`config.mk`:
```
export PLATFORM = sky130hd
export DESIGN_NAME = d_input_debounce
export DESIGN_NICKNAME = d
export VERILOG_FILES = /design/src/rtl/d_input_debounce.sv
export SDC_FILE = /design/constraint.sdc
export NUM_CORES = 1
export LEC_CHECK = 0
export BUFFER_PORTS_ARGS = -buffer_cell sky130_fd_sc_hd__buf_2
export CAP_MARGIN = 5
export CORE_MARGIN = 2
export CORE_UTILIZATION = 55
export CTS_BUF_LIST = sky130_fd_sc_hd__clkbuf_4 sky130_fd_sc_hd__clkbuf_8
export CTS_CLUSTER_SIZE = 16
export DETAILED_ROUTE_END_ITERATION = 8
export GPL_TIMING_DRIVEN = 0
export PLACE_DENSITY = 0.75
export SLEW_MARGIN = 25
export SYNTH_ARGS = -nofsm -noshare
export SYNTH_HDL_FRONTEND = slang
export SYNTH_SLANG_ARGS = --single-unit
```
`constraint.sdc`:
```
create_clock -name clk -period 2.8 [get_ports clk]
set_clock_uncertainty 0.2 [all_clocks]
set_input_delay 0.28 -clock clk [delete_from_list [all_inputs] [get_ports clk]]
set_output_delay 0.28 -clock clk [all_outputs]
set_load 0.01 [all_outputs]
```
`src/rtl/d_input_debounce.sv`:
```
// Synchronises and debounces a raw input into a clean level with rise/fall strobes.
// Optional abort counter output glitch_cnt enabled by `define DEBOUNCE_GLITCH_COUNT_EN.
module d_input_debounce #(
    parameter int SYNC_STAGES     = 2,
    parameter int DEBOUNCE_CYCLES = 4,
    parameter int CNT_W           = 8
) (
    input  logic       clk,
    input  logic       rst,
    input  logic       din_raw,
    output logic       d_clean,
    output logic       rise_pulse,
    output logic       fall_pulse,
    output logic       busy
`ifdef DEBOUNCE_GLITCH_COUNT_EN
    ,
    output logic [7:0] glitch_cnt
`endif
);

    typedef enum logic [1:0] {STABLE_LO, CHK_HI, STABLE_HI, CHK_LO} state_t;

    localparam logic [CNT_W-1:0] CNT_LAST = CNT_W'(DEBOUNCE_CYCLES - 1);

    logic [SYNC_STAGES-1:0] sync_q, sync_d;
    state_t                 state_q, state_d;
    logic [CNT_W-1:0]       cnt_q, cnt_d;
    logic                   d_clean_q, d_clean_d;
    logic                   rise_q, rise_d;
    logic                   fall_q, fall_d;
    logic                   busy_q, busy_d;
    logic                   s;

    assign s = sync_q[SYNC_STAGES-1];

    always_comb begin
        sync_d    = {sync_q[SYNC_STAGES-2:0], din_raw};
        state_d   = state_q;
        cnt_d     = cnt_q;
        d_clean_d = d_clean_q;
        rise_d    = 1'b0;
        fall_d    = 1'b0;
        case (state_q)
            STABLE_LO: if (s) begin
                state_d = CHK_HI;
                cnt_d   = CNT_W'(1);
            end
            CHK_HI: if (!s) begin
                state_d = STABLE_LO;
                cnt_d   = '0;
            end else if (cnt_q == CNT_LAST) begin
                state_d   = STABLE_HI;
                cnt_d     = '0;
                d_clean_d = 1'b1;
                rise_d    = 1'b1;
            end else begin
                cnt_d = cnt_q + CNT_W'(1);
            end
            STABLE_HI: if (!s) begin
                state_d = CHK_LO;
                cnt_d   = CNT_W'(1);
            end
            CHK_LO: if (s) begin
                state_d = STABLE_HI;
                cnt_d   = '0;
            end else if (cnt_q == CNT_LAST) begin
                state_d   = STABLE_LO;
                cnt_d     = '0;
                d_clean_d = 1'b0;
                fall_d    = 1'b1;
            end else begin
                cnt_d = cnt_q + CNT_W'(1);
            end
            default: begin
                state_d = STABLE_LO;
                cnt_d   = '0;
            end
        endcase
        // busy reflects the state being entered so it lines up with d_clean/strobes
        busy_d = (state_d == CHK_HI) || (state_d == CHK_LO);
    end

    always_ff @(posedge clk or posedge rst) begin
        if (rst) begin
            sync_q    <= '0;
            state_q   <= STABLE_LO;
            cnt_q     <= '0;
            d_clean_q <= 1'b0;
            rise_q    <= 1'b0;
            fall_q    <= 1'b0;
            busy_q    <= 1'b0;
        end else begin
            sync_q    <= sync_d;
            state_q   <= state_d;
            cnt_q     <= cnt_d;
            d_clean_q <= d_clean_d;
            rise_q    <= rise_d;
            fall_q    <= fall_d;
            busy_q    <= busy_d;
        end
    end

    assign d_clean    = d_clean_q;
    assign rise_pulse = rise_q;
    assign fall_pulse = fall_q;
    assign busy       = busy_q;

`ifdef DEBOUNCE_GLITCH_COUNT_EN
    logic [7:0] glitch_q, glitch_d;
    logic       abort;

    assign abort = ((state_q == CHK_HI) && !s) || ((state_q == CHK_LO) && s);

    always_comb begin
        glitch_d = glitch_q;
        if (abort && (glitch_q != 8'hFF)) glitch_d = glitch_q + 8'd1;
    end

    always_ff @(posedge clk or posedge rst) begin
        if (rst) glitch_q <= '0;
        else     glitch_q <= glitch_d;
    end

    assign glitch_cnt = glitch_q;
`endif

endmodule
```
==> results.toml <==
[yosys]
netlist_area_um2 = 726
synth_cell_types = 28
yosysWarnings = 0
ys_ff_latch = 16
synth_fp_nets = 69
netlist_instances = 65
synth_compound_area_frac = 0.197
synth_top_family_by_area = "compound AO/OA/AOI/OAI gates"
avgSynthCellArea_um2 = 11.2
yosysSeqAreaShare = 0.552
synthAdderAreaFrac = 0.0172
synthMuxAreaShare = 0.0138
synth-xor-area-share = 0.0224
synth-simple-area-share = 0.188

[sta]
setup_violations = 0
final.setup.tns_ns = 0
rsz0062_at_grt = "false"
fmax_ghz = 0.519
fin_hold_ws_ns = 0.169
worstMarginPinSlew_ns = 0.630
min_period_over_period = 0.688
final-max-slew-violation-count = 0
finalHoldViolations = 0
slew_headroom = 0.580
period_needed_ns = 1.93

[power_and_ir_drop]
seqPwrFrac = 0.459
switching_power_w = 0.000247
swShare = 0.353
finalPower_w = 0.000699
p_int_w = 0.000452
power_density_nw_per_um2 = 841
leakagePower_nw = 0.400
combinationalPowerShare = 0.326
ir_drop_mv = 0.475
p_clk_frac = 0.214

[die]
core-area_um2 = 1270
fp.dieH_um = 40.3
fp-row-count = 13
die_area_um2 = 1630
start_util = 0.572
die_w_um = 40.3
io_pins = 7

[detailed_routing]
viasPerCell = 6.03
vias = 555
dr.first_iter.drc_count = 12
route.antenna.remaining_nets = 0
drtPass1Iterations = 4
route.detailed.drc = 0
routed_wl_um = 1300
avgRoutedWirePerCell_um = 14.1

[final_layout]
stdcell_area_um2 = 831
postLayoutCoreUtil = 0.655
antenna_cells_inserted = 0
layout.nets = 82
drive_gt1_frac = 0.208
synthToLayoutAreaGrowth_pct = 14.5
fillCellCount = 99

[global_route]
grt_overflow = 0
grt_use_total = 0.193
grt_start_max_net_pins = 17
grt_first_pass_wirelength_um = 2040
grt_pass1_vias = 487
antenna_found_initial = 0

[critical_path]
start_kind = "flop"
required_ns = 2.78
crit_path_end_kind = "flop"
critPathMaxFanout = 9
path_class = "flop to flop"
arrival_ns = 1.91

[clock_network]
cts_tree = "done"
cts.sinks = 16
clkTransAtPathRegs_ns = 0.09
numCtsBuffers = 3
clock_latency_ns = 0.28
clock-root-buffer = "clkbuf_4"
post_cts_buffers = 0
htree_levels = 1
clockBufferDepth = 2

[placed_design]
dp_hpwl_um = 913
gp_congestion = 0.722
numPortBuffers = 6
placed_cell_area_um2 = 774

[status]
run_status = "finished clean"

[run]
cap_violations = 0

[hold_path]
hp-class = "flop to flop"
-- power groups by stage --
stage | Clock [W] | Sequential [W] | Combinational (W)
after floorplan | 0 | 0.000324 | 0.000171
after global placement | 0 | 0.000324 | 0.000220
after detailed placement | 0 | 0.000326 | 0.000225
after CTS | 0.000153 | 0.000322 | 0.000230
after global routing | 0.000164 | 0.000329 | 0.000258
final | 0.000150 | 0.000321 | 0.000228
-- path summary, 6_finish.rpt --
check                                      from              endpoint  slack [ns]  cells after the start
setup / recovery           cnt_q[0]$_DFFE_PP0P_  cnt_q[6]$_DFFE_PP0P_        0.87                      5
hold / removal              sync_q[0]$_DFF_PP0_   sync_q[1]$_DFF_PP0_        0.17                      0
setup reg to reg           cnt_q[0]$_DFFE_PP0P_  cnt_q[6]$_DFFE_PP0P_        0.87                      5
min in group asynchronous                   rst  cnt_q[2]$_DFFE_PP0P_        0.41                      3
hold reg to reg             sync_q[0]$_DFF_PP0_   sync_q[1]$_DFF_PP0_        0.17                      0
max in group asynchronous                   rst  state_q[0]$_DFF_PP0_        1.59                      3
-- worst max-delay path, cell delays in order (launching register included) --
cell and delay, ns:
dfrtp_1 0.40, ha_1 0.21, nor4b_2 0.43, a211oi_4 0.19, a22o_1 0.22, a21o_1 0.17
-- metrics by stage --
step | std cells | setup slack (ns)
3_3_place_gp | 86 | 0.912
6_report | 92 | 0.874
5_1_grt | 92 | 0.692
4_1_cts | 92 | 0.848
3_5_place_dp | 86 | 0.861
2_1_floorplan | 65 | 1.03
-- synthesized netlist by cell type (all sizes together) --
| master | instances | area, um2 |
|---|---|---|
| a211o | 1 | 10.0 |
| a211oi | 1 | 20.0 |
| a21o | 1 | 7.51 |
| a21oi | 5 | 25.0 |
| a22o | 2 | 18.8 |
| a31o | 1 | 8.76 |
| a31oi | 3 | 18.8 |
| a32o | 1 | 10.0 |
| a41oi | 1 | 8.76 |
| and2 | 1 | 6.26 |
| and3 | 3 | 18.8 |
| dfrtp | 16 | 400 |
| ha | 1 | 12.5 |
| inv | 2 | 7.51 |
| mux2i | 1 | 10.0 |
| nand2 | 6 | 22.5 |
| nand2b | 1 | 6.26 |
| nand3 | 4 | 20.0 |
| nand4 | 1 | 6.26 |
| nor2 | 3 | 11.3 |
| nor2b | 1 | 6.26 |
| nor3 | 2 | 10.0 |
| nor3b | 1 | 7.51 |
| nor4b | 1 | 15.0 |
| o21ai | 3 | 15.0 |
| or3 | 1 | 6.26 |
| xnor2 | 1 | 16.3 |
-- flip-flops by register name (all words and copies together), names as in the netlist --
name        count
cnt_q           8
sync_q          2
fall_pulse      1
rise_pulse      1
state_q         2
busy            1
d_clean         1
-- final cells by class --
cell class	count	area [um2]	area share
multi-input combinational	47	318	0.383
timing repair buffer	8	50.0	0.0602
tap	15	18.8	0.0226
inverter	2	7.51	0.00904
clock buffer	4	36.3	0.0437
sequential	16	400	0.482
-- layout by cell type, fill, tap and decap left out, types with 2 or more instances in the layout --
| cell | count |
|---|---|
| a21oi_1 | 5 |
| and3_1 | 3 |
| dfrtp_1 | 16 |
| inv_1 | 2 |
| o21ai_0 | 3 |
| buf_2 | 6 |
| dlygate4sd3_1 | 2 |
| a31oi_1 | 3 |
| nor3_1 | 2 |
| nor2_1 | 3 |
| nand3_1 | 4 |
| nand2_1 | 6 |
| clkbuf_4 | 3 |
-- per-layer routing --
layer | wire length (um) | up-vias | GRT usage
met3 | 40 | 2 | 0.0500
li1 | - | 271 | -
met4 | 17 | 0 | 0.0750
met5 | 0 | - | 0
met1 | 586 | 271 | 0.248
met2 | 651 | 11 | 0.310
-- cells by family (layout without fill, tap and decap cells) --
| group | Yosys count | in the layout |
|---|---|---|
| buf+inv | 2 | 14 |
| xor+xnor | 1 | 1 |
| flops | 16 | 16 |
| simple gates | 25 | 25 |
| fa+ha+maj | 1 | 1 |
| mux | 1 | 1 |
| compound gates | 19 | 19 |
-- timing repair --
action                                  in CTS  in global routing
hold buffers                                 2                  0
endpoints found under the setup margin       0                  0
gates resized for setup                      0                  0
endpoints found under the hold margin       17                  0
Power figures use the tool's default switching activity.
